### src/rtl/regfile_pkg.sv
// Shared types and defaults for the register-file dump reader.
// CHECKSUM_EN (macro) enables the trailing checksum beat in regfile_dump_reader.
package regfile_pkg;

  typedef enum logic [1:0] {
    ST_IDLE  = 2'd0,
    ST_SCAN  = 2'd1,
    ST_CSUM  = 2'd2,
    ST_DRAIN = 2'd3
  } dump_state_e;

  localparam int DEF_REGISTER_DEPTH = 32;
  localparam int DEF_ADDR_WIDTH     = 5;
  localparam int DEF_DATA_WIDTH     = 32;

  // Checksum beat address: all ones, sliced to ADDR_WIDTH by the user.
  localparam logic [31:0] CSUM_ADDR_ALL = 32'hFFFF_FFFF;

endpackage

### src/rtl/regdump_out_stage.sv
// One-entry valid/ready output register; load_i captures a beat when slot_free_o is high.
module regdump_out_stage #(
  parameter int AW = 5,
  parameter int DW = 32
) (
  input  logic          clk,
  input  logic          reset,
  input  logic          load_i,
  input  logic [AW-1:0] addr_i,
  input  logic [DW-1:0] data_i,
  input  logic          last_i,
  input  logic          sum_i,
  input  logic          ready_i,
  output logic          valid_o,
  output logic [AW-1:0] addr_o,
  output logic [DW-1:0] data_o,
  output logic          last_o,
  output logic          sum_o,
  output logic          slot_free_o
);

  logic          valid_q;
  logic [AW-1:0] addr_q;
  logic [DW-1:0] data_q;
  logic          last_q;
  logic          sum_q;

  // Beat register: a load overwrites only a free slot, so a stalled beat never moves.
  always_ff @(posedge clk) begin
    if (reset) begin
      valid_q <= 1'b0;
      addr_q  <= '0;
      data_q  <= '0;
      last_q  <= 1'b0;
      sum_q   <= 1'b0;
    end else if (load_i) begin
      valid_q <= 1'b1;
      addr_q  <= addr_i;
      data_q  <= data_i;
      last_q  <= last_i;
      sum_q   <= sum_i;
    end else if (valid_q && ready_i) begin
      valid_q <= 1'b0;
    end
  end

  assign slot_free_o = !valid_q || ready_i;
  assign valid_o     = valid_q;
  assign addr_o      = addr_q;
  assign data_o      = data_q;
  assign last_o      = last_q;
  assign sum_o       = sum_q;

endmodule

### src/rtl/regfile_dump_reader.sv
// Walks a wrapping register range over an async read port and streams {addr, data} beats.
// Define CHECKSUM_EN to append a wrapping-sum beat (out_sum=1) after the last register.
module regfile_dump_reader
  import regfile_pkg::*;
#(
  parameter int REGISTER_DEPTH = DEF_REGISTER_DEPTH,
  parameter int ADDR_WIDTH     = DEF_ADDR_WIDTH,
  parameter int DATA_WIDTH     = DEF_DATA_WIDTH
) (
  input  logic                  clk,
  input  logic                  reset,
  input  logic                  start,
  input  logic [ADDR_WIDTH-1:0] first_reg,
  input  logic [ADDR_WIDTH-1:0] last_reg,
  output logic                  busy,
  output logic                  done,
  output logic [ADDR_WIDTH-1:0] rd_reg,
  input  logic [DATA_WIDTH-1:0] rd_data,
  output logic                  out_valid,
  input  logic                  out_ready,
  output logic [ADDR_WIDTH-1:0] out_addr,
  output logic [DATA_WIDTH-1:0] out_data,
  output logic                  out_last,
  output logic                  out_sum
);

  localparam logic [ADDR_WIDTH:0]   DEPTH_W   = (ADDR_WIDTH+1)'(REGISTER_DEPTH);
  localparam logic [ADDR_WIDTH-1:0] MAX_ADDR  = ADDR_WIDTH'(REGISTER_DEPTH - 1);
  localparam logic [ADDR_WIDTH-1:0] CSUM_ADDR = CSUM_ADDR_ALL[ADDR_WIDTH-1:0];

  function automatic logic [ADDR_WIDTH-1:0] sat_addr(input logic [ADDR_WIDTH-1:0] a);
    logic [ADDR_WIDTH-1:0] r;
    if ({1'b0, a} >= DEPTH_W) begin
      r = MAX_ADDR;
    end else begin
      r = a;
    end
    return r;
  endfunction

  dump_state_e           state_q;
  logic [ADDR_WIDTH-1:0] addr_q;
  logic [ADDR_WIDTH-1:0] end_q;
  logic                  busy_q;
  logic                  done_q;
`ifdef CHECKSUM_EN
  logic [DATA_WIDTH-1:0] sum_q;
`endif

  logic                  slot_free_s;
  logic                  load_s;
  logic                  at_end_s;
  logic [ADDR_WIDTH-1:0] ld_addr_s;
  logic [DATA_WIDTH-1:0] ld_data_s;
  logic                  ld_last_s;
  logic                  ld_sum_s;

  assign at_end_s = (addr_q == end_q);

  // Select what the output stage captures on a load.
  always_comb begin
    load_s    = 1'b0;
    ld_addr_s = addr_q;
    ld_data_s = rd_data;
    ld_last_s = 1'b0;
    ld_sum_s  = 1'b0;
    case (state_q)
      ST_SCAN: begin
        load_s = slot_free_s;
`ifdef CHECKSUM_EN
        ld_last_s = 1'b0;
`else
        ld_last_s = at_end_s;
`endif
      end
`ifdef CHECKSUM_EN
      ST_CSUM: begin
        load_s    = slot_free_s;
        ld_addr_s = CSUM_ADDR;
        ld_data_s = sum_q;
        ld_last_s = 1'b1;
        ld_sum_s  = 1'b1;
      end
`endif
      default: begin
        load_s = 1'b0;
      end
    endcase
  end

  // Control FSM; the done cycle is already IDLE, so start is also masked by done_q.
  always_ff @(posedge clk) begin
    if (reset) begin
      state_q <= ST_IDLE;
      addr_q  <= '0;
      end_q   <= '0;
      busy_q  <= 1'b0;
      done_q  <= 1'b0;
`ifdef CHECKSUM_EN
      sum_q   <= '0;
`endif
    end else begin
      done_q <= 1'b0;
      case (state_q)
        ST_IDLE: begin
          if (start && !done_q) begin
            addr_q  <= sat_addr(first_reg);
            end_q   <= sat_addr(last_reg);
            busy_q  <= 1'b1;
            state_q <= ST_SCAN;
`ifdef CHECKSUM_EN
            sum_q   <= '0;
`endif
          end
        end
        ST_SCAN: begin
          if (load_s) begin
            addr_q <= (addr_q == MAX_ADDR) ? '0 : addr_q + 1'b1;
`ifdef CHECKSUM_EN
            sum_q  <= sum_q + rd_data;
            if (at_end_s) state_q <= ST_CSUM;
`else
            if (at_end_s) state_q <= ST_DRAIN;
`endif
          end
        end
        ST_CSUM: begin
          if (load_s) state_q <= ST_DRAIN;
        end
        ST_DRAIN: begin
          if (out_valid && out_ready && out_last) begin
            state_q <= ST_IDLE;
            busy_q  <= 1'b0;
            done_q  <= 1'b1;
          end
        end
        default: begin
          state_q <= ST_IDLE;
        end
      endcase
    end
  end

  regdump_out_stage #(
    .AW(ADDR_WIDTH),
    .DW(DATA_WIDTH)
  ) u_out (
    .clk        (clk),
    .reset      (reset),
    .load_i     (load_s),
    .addr_i     (ld_addr_s),
    .data_i     (ld_data_s),
    .last_i     (ld_last_s),
    .sum_i      (ld_sum_s),
    .ready_i    (out_ready),
    .valid_o    (out_valid),
    .addr_o     (out_addr),
    .data_o     (out_data),
    .last_o     (out_last),
    .sum_o      (out_sum),
    .slot_free_o(slot_free_s)
  );

  assign rd_reg = addr_q;
  assign busy   = busy_q;
  assign done   = done_q;

endmodule

### config.mk
export PLATFORM = sky130hd
export DESIGN_NAME = regfile_dump_reader
export DESIGN_NICKNAME = d
export VERILOG_FILES = /design/src/rtl/regfile_pkg.sv /design/src/rtl/regdump_out_stage.sv /design/src/rtl/regfile_dump_reader.sv
export SDC_FILE = /design/constraint.sdc
export NUM_CORES = 1
export LEC_CHECK = 0
export ABC_AREA = 1
export CAP_MARGIN = 20
export CORE_MARGIN = 3
export CORE_UTILIZATION = 38
export CTS_CLUSTER_DIAMETER = 40
export DETAILED_ROUTE_END_ITERATION = 10
export PLACE_DENSITY = 0.76
export SETUP_SLACK_MARGIN = 0.05
export SYNTH_ARGS = -nofsm -noshare
export SYNTH_HDL_FRONTEND = slang
export SYNTH_SLANG_ARGS = --single-unit
### constraint.sdc
create_clock -name clk -period 1.2 [get_ports clk]
set_input_delay 0.18 -clock clk [delete_from_list [all_inputs] [get_ports clk]]
set_output_delay 0.18 -clock clk [all_outputs]
set_load 0.03 [all_outputs]
Word-level counts from Yosys, hierarchy flattened

Index checks and enable logic that the tools add are counted.

Output and inout port bits: 47
Bits in registers: 53
Input bits: 46
Logic and storage cells: 54

Muxes and demuxes: 18
Add/sub/neg operators: 1
Bitwise gates (word level): 1
Equality and inequality tests: 10
Reduce and logical (&&, ||, !) cells: 15

Operators with widths:

| cell                                          | number |
|---|---|
| 2-to-1 mux 5 bit                              | 3 |
| 2-to-1 mux 2 bit                              | 5 |
| != test 2 bit, second input constant          | 5 |
| one-hot mux 5 bit (2 select lines)            | 1 |
| one-hot mux 2 bit (4 select lines)            | 1 |
| 2-to-1 mux 1 bit                              | 7 |
| AND reduction 3 bit                           | 2 |
| nonzero test 2 bit                            | 3 |
| adder 5 x 1 -> 5 bit, second input constant   | 1 |
| == test 5 bit                                 | 1 |
| == test 5 bit, second input constant          | 1 |
| AND reduction 5 bit                           | 1 |
| == test 2 bit, second input constant          | 2 |
| logical AND 1 bit                             | 3 |
| == test 2 x 1 -> 1 bit, second input constant | 1 |
| zero test 1 bit                               | 2 |
| zero test 2 bit                               | 1 |
| one-hot mux 1 bit (2 select lines)            | 1 |
| AND reduction 2 bit                           | 1 |
| OR reduction 2 bit                            | 1 |
| logical OR 1 bit                              | 1 |
| inverter 1 bit                                | 1 |

Logic depth before layout (Yosys ltp)

Gate-level depths: netlist (run 1).

Depth after elaboration: 5
Mapped depth: 9
Depth with buffers taken out: 9

By module

A second synthesis (run 1) with hierarchy kept.

Cell total of the unflattened synthesis: 295
Area, all modules: 2,351.0 um^2

Modules (own cells, without submodules):

| module              | cells each | times used | seq. area each (um^2) | area an instance (um^2) |
|---|---|---|---|---|
| regdump_out_stage   | 174        | 1          | 800.8                 | 1,546.5 |
| regfile_dump_reader | 121        | 1          | 280.3                 | 804.5 |

Worst setup path before layout (run 1)

No wires, ideal clock.

Kind: register -> register
Start point: reg addr_q[0] (netlist: rd_reg[0])
End point: reg addr_q[2] (netlist: rd_reg[2])
Arrival time: 1.344 ns
Period minus slack after synthesis: 1.418 ns
Data required time: 1.126 ns
Setup time: 0.074 ns
Stages on the path, launching flop included: 8
Path slack: -0.218 ns
Buffers on the path: 0
Path through: dfxtp_1 -> ha_1 -> nand2_1 -> nor2_1 -> ha_1 -> nor2_1 -> nand3_1 -> a31oi_1

Cells in the longest elaborated chain, start to end: 4
Elaborated cells on any way between the ends: 5
Classes of those cells: 1 x add/sub; 1 x eq/ne; 3 x mux

Ends and longest elaborated chain:

| item                                                         | line                       | text |
|---|---|---|
| start: declaration                                           | regfile_dump_reader.sv:42  | `logic [ADDR_WIDTH-1:0] addr_q;` |
| start signal: assignment                                     | regfile_dump_reader.sv:107 | `addr_q <= sat_addr(first_reg);` |
| start signal: assignment                                     | regfile_dump_reader.sv:118 | `addr_q <= (addr_q == MAX_ADDR) ? '0 : addr_q + 1'b1;` |
| adder 5 x 1 -> 5 bit / == test 5 bit (equally long branches) | regfile_dump_reader.sv:118 |  |
| 2-to-1 mux 5 bit *                                           | regfile_dump_reader.sv:118 |  |
| 2-to-1 mux 5 bit *                                           | regfile_dump_reader.sv:117 | `if (load_s) begin` |
| one-hot mux 5 bit (2 select lines) *                         | regfile_dump_reader.sv:104 | `case (state_q)` |

Every way passes the cells marked *; elsewhere a longest branch is shown, timed or not. The select of a mux whose other input is x is not followed.
A chain may end at the register's enable or synchronous reset.

Final worst setup path (run 1)

Start point: reg state_q[1]
End point: reg state_q[0]

Cells in the longest elaborated chain, start to end: 4
Elaborated cells on any way between the ends: 12
Classes of those cells: 8 x eq/ne; 2 x mux; 2 x reduce/logical

Ends and longest elaborated chain:

| item                                 | line                                                  | text |
|---|---|---|
| start: declaration                   | regfile_dump_reader.sv:41                             | `dump_state_e state_q;` |
| start signal: assignment             | regfile_dump_reader.sv:94                             | `state_q <= ST_IDLE;` |
| start signal: assignment             | regfile_dump_reader.sv:110                            | `state_q <= ST_SCAN;` |
| start signal: assignment             | regfile_dump_reader.sv:123                            | `if (at_end_s) state_q <= ST_DRAIN;` |
| == test 2 x 1 -> 1 bit               | regfile_dump_reader.sv:67, regfile_dump_reader.sv:104 |  |
| 2-to-1 mux 1 bit                     | regfile_dump_reader.sv:67                             | `case (state_q)` |
| != test 2 bit (no source line)       | n/a                                                   |  |
| AND reduction 5 bit (no source line) | n/a                                                   |  |

Parallel ways exist; a longest one is shown, timed or not.

==> results of run 1 <==
==> per-stage QoR <==
stage	setup slack, ps	TNS, ps	hold WS [ps]	util
final	-44.3	-539	438	0.663
after global placement	-245	-10340	451	0.623
after floorplan	-4.10	-7.74	239	-
after global routing	-121	-3990	469	0.663
after CTS	-64.4	-671	436	0.670
after detailed placement	-334	-12590	463	0.623
==> what timing repair did <==
item                       4_1_cts  5_1_grt
pin swaps                        4        3
gates cloned                     1        0
setup buffers                    3        2
setup endpoints to repair       77       70
gates resized for setup        100       60
==> power by group through the flow <==
stage | Sequential [W] | Combinational (W) | Clock [W]
final | 0.00293 | 0.00541 | 0.00105
after CTS | 0.00295 | 0.00531 | 0.00106
after global placement | 0.00294 | 0.00490 | 0
after detailed placement | 0.00296 | 0.00501 | 0
after floorplan | 0.00404 | 0.00186 | 0
after global routing | 0.00301 | 0.00591 | 0.00114
==> cells by family (layout without fill, tap and decap cells) <==
family / Yosys count / count (layout) / share of synthesized area
simple gates: 119 / 119 / 0.226
compound gates: 70 / 70 / 0.167
flops: 53 / 53 / 0.498
buf+inv: 34 / 148 / 0.0681
fa+ha+maj: 6 / 6 / 0.0352
other cells: 1 / 1 / 0.00176
xor+xnor: 1 / 1 / 0.00411
==> worst min-delay path by stage <==
stage,startpoint,end,cells after the start
2_1_floorplan,reset,u_out.valid_o,1
3_3_place_gp,end_q[3],end_q[3],2
3_5_place_dp,end_q[1],end_q[1],2
4_1_cts,first_reg[1],rd_reg[1],3
5_1_grt,first_reg[1],rd_reg[1],3
6_report,first_reg[1],rd_reg[1],3
==> critical path: cells and delay by family, from the launching register on <==
kind | cells | cell delay, ps
buffers and inverters | 1 | 70
AND/OR/NAND/NOR | 7 | 510
adder cells (fa/ha/maj) | 1 | 170
flip-flops | 1 | 370
==> per-layer routing <==
metal / up-vias / GRT usage
li1: 1135 / -
met3: 4 / 0.0410
met4: 0 / 0.0490
met5: - / 0
met2: 58 / 0.351
met1: 997 / 0.205
==> layout make-up <==
cell class,count,area [um^2]
flip-flops and latches,53,1090
inverters,21,88.8
multi-input cells,197,1070
fillers,493,1780
repair inverters,1,7.51
well taps,70,87.6
repair buffers,118,1050
clock buffers,6,82.6
clock inverters,2,13.8
==> cell usage after synthesis, types with 2 or more instances <==
| library cell | n | area [um^2] |
|---|---|---|
| nand3_1 | 6 | 30.0 |
| a21oi_1 | 17 | 85.1 |
| inv_2 | 3 | 11.3 |
| inv_1 | 17 | 63.8 |
| o21ai_1 | 5 | 25.0 |
| clkbuf_1 | 5 | 18.8 |
| clkbuf_2 | 2 | 10.0 |
| a31oi_1 | 4 | 25.0 |
| o21ai_0 | 44 | 220 |
| nor2_1 | 72 | 270 |
| nand2_2 | 2 | 12.5 |
| buf_2 | 4 | 20.0 |
| or2_2 | 2 | 12.5 |
| dfxtp_1 | 53 | 1060 |
| ha_1 | 6 | 75.1 |
| nand2_1 | 33 | 124 |
| buf_4 | 2 | 15.0 |
==> results by group, run 1 <==
Global route
  – GRT Util Overall: 0.185
  – Initial antenna violation count: 0
  – Largest net degree at the start of global routing: 32
  – Via count of the first global-routing pass: 2,187
  – Gr ovfl total: 0
  – First-pass GRT wire length: 9560 um

Place
  – Placed Instances: 454
  – DP Area: 3280 um^2
  – DP HPWL: 4460 um
  – Routability cong.: 0.810
  – I/O Buffers: 91

Detailed routing
  – Routed met2 length: 3170 um
  – Met3 WL post-DR: 325 um
  – DRC viols: 0
  – Routed WL per cell: 12.9 um
  – Vias/cell: 4.69
  – Pre-antenna DRT Iters: 4
  – Top Layer Used: met4
  – DR vias: 2,194
  – DRT Wirelength: 6020 um
  – DR iter-0 viols: 89
  – Final ANT Viol Nets: 0
  – Routed length on met1: 2460 um

Worst setup path
  – CP max FO: 5
  – Crit path capture type: register
  – Worst Setup SP: state_q[1]
  – Crit path cell chain: inv_4 > ha_4 > nand2_4 > nor2_4 > nand3_2 > nand2_4 > nand3_2 > nand2_1 > nor2_1
  – Slowest stage delay, CP: 370 ps
  – CP arrival: 1430 ps
  – Critical path required time: 1390 ps
  – RR Endpoint: state_q[0]
  – FF-to-FF path depth: 9
  – Crit path to: state_q[0]
  – WS Path Type: reg2reg
  – Slowest cell on crit path: dfxtp_4
  – Crit path launch type: register
  – Worst r2r src: state_q[1]
  – R2R Setup Slk: -40 ps

Clock tree
  – Clock latency on the worst-skew pair: 300 ps
  – Hold_buf cts: 0
  – CTS Buf Count: 5
  – Clk root buf: clkbuf_8
  – CTS tree: done
  – Number of H-tree levels: 2
  – CTS Sinks: 53
  – Clock-pin slew on the worst setup and hold paths: 100 ps
  – Clock Path Buffers: 2

Power
  – Combinational share of power: 0.576
  – Flop pwr share: 0.312
  – Power share of the clock group: 0.111
  – Maximum VDD drop: 1.12 mV
  – Leakage power: 1.52 nW
  – Switch share: 0.452
  – Internal power: 0.00515 W
  – Pwr Total: 0.00938 W
  – PwrDens: 2690 nW/um^2
  – Psw: 0.00424 W

Final layout
  – Fin nets: 449
  – Most common cell after layout, fill and taps aside: nor2_1
  – Share of layout cells above drive strength 1: 0.319
  – Layout Cells excl Fill: 468
  – Post-route cell area: 3490 um^2
  – Antenna Cells: 0
  – Most frequent cells in the layout: 68 x nor2_1, 45 x clkdlybuf4s50_1, 44 x dfxtp_1, 38 x buf_4, 31 x o21ai_0
  – Area delta synth->final: 63.9%
  – Max FFs per register: 32

Floorplanning
  – CORE AREA: 5270 um^2
  – Die footprint: 6540 um^2
  – Die Height: 80.9 um
  – Initial Util: 0.404
  – I/O pins: 93
  – Cell row count: 26
  – Die width: 80.9 um

STA
  – Worst setup margin: -44.3 ps
  – Period utilization: 1.04
  – RSZ-0062 raised after global routing: true
  – Clock Skew: 8.55 ps
  – Final critical-path required period: 1240 ps
  – Final Hold Fails: 0
  – Final setup fails: 30
  – F_max: 804 MHz
  – Final Max Slew Viols: 0

Logic synthesis
  – Synthesized area per cell: 7.50 um^2
  – Main synth FF type: dfxtp_1
  – Post-synth EDFFs: 0
  – Sequential area share after synthesis: 0.498
  – Yosys reg bits: 53
  – Synthesized Nets: 336
  – Unique masters post-synth: 24
  – Asr flop ratio synth: 0
  – Mapped Cells: 284
  – YS warnings: 0
  – Mapped Area: 2130 um^2

Run status
  – Failing checks: negative setup slack
  – Status: finished, violations left

Job
  – Max-cap violations: 0

Hold path
  – Hold WC Path Type: in2reg
No activity file was read; power rests on OpenSTA's default activity.
==> run 2, diff against run 1 <==
Settings changed: CORE_UTILIZATION 38 to 30, PLACE_DENSITY 0.76 to not set.
==> results by group, run 2 (synthesis gave the netlist of run 1 again) <==
Run status
  – Status: finished, violations left
  – Failing checks: negative setup slack

Global route
  – Initial antenna violation count: 0 (unchanged)
  – First-pass GRT wire length: 9800 um (+2.5%)
  – Gr ovfl total: 0 (unchanged)
  – GRT Util Overall: 0.146 (-0.0393)
  – Via count of the first global-routing pass: 2,100 (-4.0%)
  – Largest net degree at the start of global routing: 30 (-6.3%)

STA
  – Clock Skew: 4.70 ps (-3.85 ps)
  – F_max: 780 MHz (-2.9%)
  – Worst setup margin: -81.7 ps (-37.3 ps)
  – RSZ-0062 raised after global routing: true
  – Setup_tns: -396 ps (+143 ps)
  – Period utilization: 1.07 (+0.0311)
  – Final Max Slew Viols: 0 (unchanged)
  – Final Hold Fails: 0 (unchanged)
  – Final setup fails: 13 (-57%)
  – Final critical-path required period: 1280 ps (+37.3 ps)

Detailed routing
  – DR iter-0 viols: 46 (-48%)
  – Routed WL per cell: 11.7 um (-9.0%)
  – Final ANT Viol Nets: 0 (unchanged)
  – DRC viols: 0 (unchanged)
  – DRT Wirelength: 5870 um (-2.4%)
  – DR vias: 2,188 (-0.27%)
  – Pre-antenna DRT Iters: 4 (unchanged)
  – Vias/cell: 4.36 (-7.0%)

Clock tree
  – CTS tree: done
  – CTS Sinks: 53 (unchanged)
  – Number of H-tree levels: 2 (unchanged)
  – Clock latency on the worst-skew pair: 300 ps (about the same)
  – Clock-pin slew on the worst setup and hold paths: 100 ps (about the same)
  – Hold_buf cts: 0 (unchanged)
  – Clock Path Buffers: 2 (unchanged)
  – Clk root buf: clkbuf_8
  – CTS Buf Count: 5 (unchanged)

Floorplanning
  – CORE AREA: 6830 um^2 (+30%)
  – Initial Util: 0.312 (-0.0924)
  – I/O pins: 93 (unchanged)
  – Cell row count: 30 (+15%)
  – Die Height: 90.3 um (+12%)
  – Die footprint: 8150 um^2 (+25%)
  – Die width: 90.3 um (+12%)

Power
  – Leakage power: 1.55 nW (+2.4%)
  – Maximum VDD drop: 0.991 mV (-12%)
  – Pwr Total: 0.00940 W (+0.19%)
  – PwrDens: 2640 nW/um^2 (-1.6%)

Job
  – Max-cap violations: 0 (unchanged)

Worst setup path
  – Critical path required time: 1400 ps (about the same)
  – Crit path capture type: register
  – FF-to-FF path depth: 8 (-1)
  – RR Endpoint: state_q[0]
  – CP arrival: 1480 ps (+50 ps)
  – CP max FO: 4 (-1)
  – WS Path Type: reg2reg
  – R2R Setup Slk: -80 ps (-40 ps)
  – Crit path launch type: register
  – Worst r2r src: state_q[1]

Hold path
  – Hold Path End: rd_reg[1]
  – Hold wc startpoint: first_reg[1]
  – Hold WC Path Type: in2reg
  – Hold depth: 3 (unchanged)

Final layout
  – Most frequent cells in the layout: 70 x nor2_1, 45 x clkdlybuf4s50_1, 44 x dfxtp_1, 39 x buf_4, 29 x nand2_1
  – Most common cell after layout, fill and taps aside: nor2_1
  – Post-route cell area: 3550 um^2 (+1.8%)
  – Fin nets: 457 (+1.8%)
  – Max FFs per register: 32 (unchanged)
  – Fin util: 0.520 (-0.142)
  – Antenna Cells: 0 (unchanged)
  – Share of layout cells above drive strength 1: 0.313 (-0.00629)
  – Area delta synth->final: 66.8%

Place
  – Routability cong.: 0.799 (-1.3%)
  – I/O Buffers: 91 (unchanged)
  – Pre-CTS setup slack: -304 ps (+29.9 ps)
  – DP HPWL: 4280 um (-4.0%)
  – DP Area: 3420 um^2 (+4.0%)
run 2: what timing repair did:
| item | in CTS | in global routing |
|---|---|---|
| gates resized for setup | 109 | 66 |
| pin swaps | 6 | 5 |
| endpoints found under the setup margin | 69 | 80 |
| gates cloned | 1 | 0 |
| buffers inserted | 3 | 2 |
run 2: worst max-delay path by stage:
stage                     startpoint    endpoint  depth (start not counted)
after floorplan            rd_reg[0]   rd_reg[4]                          6
after global placement         start    end_q[3]                          6
after detailed placement   out_ready  state_q[1]                         10
after CTS                  rd_reg[1]   rd_reg[0]                          7
after global routing      state_q[1]   rd_reg[0]                          9
final                     state_q[1]  state_q[0]                          8
run 2: power breakdown:
| part | switching (W) | total (W) | leakage [nW] | internal, W |
|---|---|---|---|---|
| Clock | 0.000600 | 0.00102 | 0.0456 | 0.000418 |
| Combinational | 0.00318 | 0.00548 | 1.07 | 0.00230 |
| Sequential | 0.000426 | 0.00290 | 0.442 | 0.00248 |
run 2: worst max-delay path: stages, from the launching register on:
cell and delay, ps:
dfxtp_2 370, inv_4 50, ha_4 180, buf_6 120, or2_4 230, nand2_4 80
nand3_2 60, nand2_1 60, nor2_1 30
run 2: cell type report:
| class | count | area (um^2) |
|---|---|---|
| clock buffer | 6 | 72.6 |
| clock inverter | 2 | 13.8 |
| fill | 695 | 3280 |
| inverter | 21 | 86.3 |
| multi-input combinational | 197 | 1050 |
| sequential | 53 | 1090 |
| tap | 96 | 120 |
| timing repair buffer | 126 | 1110 |
| timing repair inverter | 1 | 7.51 |
run 2: per-stage QoR:
stage | instances | hold WS, ps
floorplan | 284 | 239
global placement | 488 | 451
detailed placement | 488 | 460
CTS | 500 | 421
global route | 502 | 437
finish | 502 | 426
run 2: per-layer routing:
| metal | share of wire | track usage | vias up |
|---|---|---|---|
| li1 | - | - | 1154 |
| met1 | 0.45 | 0.173 | 976 |
| met2 | 0.48 | 0.251 | 53 |
| met3 | 0.055 | 0.0500 | 5 |
| met4 | 0.0097 | 0.0383 | 0 |
| met5 | 0 | 0 | - |
==> run 3, diff against run 2 <==
Settings changed: CAP_MARGIN 20 to not set, SKIP_LAST_GASP set to 1.
==> results by group, run 3 (synthesis gave the netlist of run 1 again) <==
Clock tree
  – CTS tree: done
  – CTS Sinks: 53 (unchanged)
  – Clk root buf: clkbuf_8
  – CTS Buf Count: 5 (unchanged)
  – Clock Path Buffers: 2 (unchanged)
  – Number of H-tree levels: 2 (unchanged)
  – Clock-pin slew on the worst setup and hold paths: 100 ps (about the same)
  – Hold_buf cts: 0 (unchanged)
  – Clock latency on the worst-skew pair: 300 ps (about the same)

Global route
  – First-pass GRT wire length: 9800 um (unchanged)
  – Initial antenna violation count: 0 (unchanged)
  – GRT Util Overall: 0.146 (unchanged)
  – Via count of the first global-routing pass: 2,100 (unchanged)
  – Largest net degree at the start of global routing: 30 (unchanged)
  – Gr ovfl total: 0 (unchanged)

Place
  – DP Area: 3420 um^2 (unchanged)
  – Placed Instances: 488 (unchanged)
  – I/O Buffers: 91 (unchanged)
  – Routability cong.: 0.799 (unchanged)
  – Pre-CTS setup slack: -304 ps (unchanged)
  – DP HPWL: 4280 um (unchanged)

Power
  – Psw: 0.00421 W (about the same)
  – Internal power: 0.00519 W (about the same)
  – Flop pwr share: 0.309 (about the same)
  – Pwr Total: 0.00940 W (about the same)
  – PwrDens: 2650 nW/um^2 (about the same)
  – Leakage power: 1.55 nW (about the same)
  – Switch share: 0.448 (about the same)
  – Combinational share of power: 0.583 (about the same)
  – Maximum VDD drop: 0.991 mV (about the same)
  – Power share of the clock group: 0.108 (about the same)

Hold path
  – Hold depth: 3 (unchanged)
  – Hold WC Path Type: in2reg
  – Hold wc startpoint: first_reg[1]
  – Hold Path End: rd_reg[1]

Detailed routing
  – Met3 WL post-DR: 322 um (unchanged)
  – Final ANT Viol Nets: 0 (unchanged)
  – Routed length on met1: 2660 um (about the same)
  – Routed WL per cell: 11.7 um (about the same)
  – Vias/cell: 4.36 (about the same)
  – Pre-antenna DRT Iters: 4 (unchanged)
  – DRT Wirelength: 5870 um (about the same)
  – Routed met2 length: 2830 um (about the same)
  – DRC viols: 0 (unchanged)
  – Top Layer Used: met4
  – DR iter-0 viols: 46 (unchanged)
  – DR vias: 2,187 (-0.046%)

Floorplanning
  – Die footprint: 8150 um^2 (unchanged)
  – Die width: 90.3 um (unchanged)
  – Initial Util: 0.312 (unchanged)
  – I/O pins: 93 (unchanged)
  – Die Height: 90.3 um (unchanged)
  – CORE AREA: 6830 um^2 (unchanged)
  – Cell row count: 30 (unchanged)

STA
  – Clock Skew: 4.70 ps (+0.0000300 ps)
  – Final Hold Fails: 0 (unchanged)
  – Period utilization: 1.07 (unchanged)
  – RSZ-0062 raised after global routing: true
  – Final setup fails: 13 (unchanged)
  – Worst setup margin: -81.7 ps (unchanged)
  – Final critical-path required period: 1280 ps (unchanged)
  – Final Max Slew Viols: 0 (unchanged)
  – F_max: 780 MHz (unchanged)

Run status
  – Status: finished, violations left
  – Failing checks: negative setup slack

Final layout
  – Most common cell after layout, fill and taps aside: nor2_1
  – Area delta synth->final: 66.8% (about the same)
  – Fin nets: 457 (unchanged)
  – Most frequent cells in the layout: 70 x nor2_1, 45 x dfxtp_1, 45 x clkdlybuf4s50_1, 39 x buf_4, 29 x nand2_1
  – Max FFs per register: 32 (unchanged)
  – Layout Cells excl Fill: 502 (unchanged)
  – Post-route cell area: 3550 um^2 (about the same)
  – Share of layout cells above drive strength 1: 0.310 (-0.00246)
  – Antenna Cells: 0 (unchanged)

Worst setup path
  – FF-to-FF path depth: 8 (unchanged)
  – CP arrival: 1480 ps (about the same)
  – Worst r2r src: state_q[1]
  – R2R Setup Slk: -80 ps (about the same)
  – CP max FO: 4 (unchanged)
  – Critical path required time: 1400 ps (about the same)
  – Crit path capture type: register
  – WS Path Type: reg2reg
  – RR Endpoint: state_q[0]
  – Crit path launch type: register

Job
  – Max-cap violations: 0 (unchanged)
==> run 3: how the worst max path moves through the flow <==
stage                from         end  depth (start not counted)
2_1_floorplan   rd_reg[0]   rd_reg[4]                          6
3_3_place_gp        start    end_q[3]                          6
3_5_place_dp    out_ready  state_q[1]                         10
4_1_cts         rd_reg[1]   rd_reg[0]                          7
5_1_grt        state_q[1]   rd_reg[0]                          9
6_report       state_q[1]  state_q[0]                          8
==> run 3: repair_timing <==
action,CTS,global route
hold endpoints to repair,0,0
buffers inserted,3,2
endpoints found under the setup margin,69,80
resized for setup,106,66
pin swaps,6,5
gates cloned,1,0
==> run 3: routing by layer <==
| metal | vias up | track usage |
|---|---|---|
| met1 | 975 | 0.173 |
| met4 | 0 | 0.0383 |
| met3 | 5 | 0.0500 |
| met2 | 53 | 0.251 |
| li1 | 1154 | - |
| met5 | - | 0 |
==> run 3: area by class of cell <==
cell class	instances	area (um^2)
fill	694	3280
timing repair buffer	126	1110
sequential	53	1090
multi-input combinational	197	1050
tap	96	120
inverter	21	86.3
clock buffer	6	72.6
clock inverter	2	13.8
timing repair inverter	1	7.51
==> run 3: power groups by stage <==
stage	sequential (W)	combinational, W	clock, W
after detailed placement	0.00294	0.00524	0
after global routing	0.00299	0.00599	0.00114
after CTS	0.00291	0.00549	0.00106
final	0.00291	0.00548	0.00102
after global placement	0.00293	0.00521	0
after floorplan	0.00404	0.00186	0
==> run 3: metrics by stage <==
stage / hold WS [ps] / utilization / setup TNS (ps)
2_1_floorplan: 239 / - / -7.74
3_3_place_gp: 451 / 0.500 / -11530
3_5_place_dp: 460 / 0.500 / -12730
4_1_cts: 421 / 0.533 / -333
5_1_grt: 437 / 0.520 / -3620
6_report: 426 / 0.520 / -396
==> run 3: critical path, stage by stage, from the launching register on <==
cell and delay, ps:
dfxtp_2 370, inv_4 50, ha_4 180, buf_6 120
or2_4 230, nand2_4 80, nand3_2 60, nand2_1 60
nor2_1 30
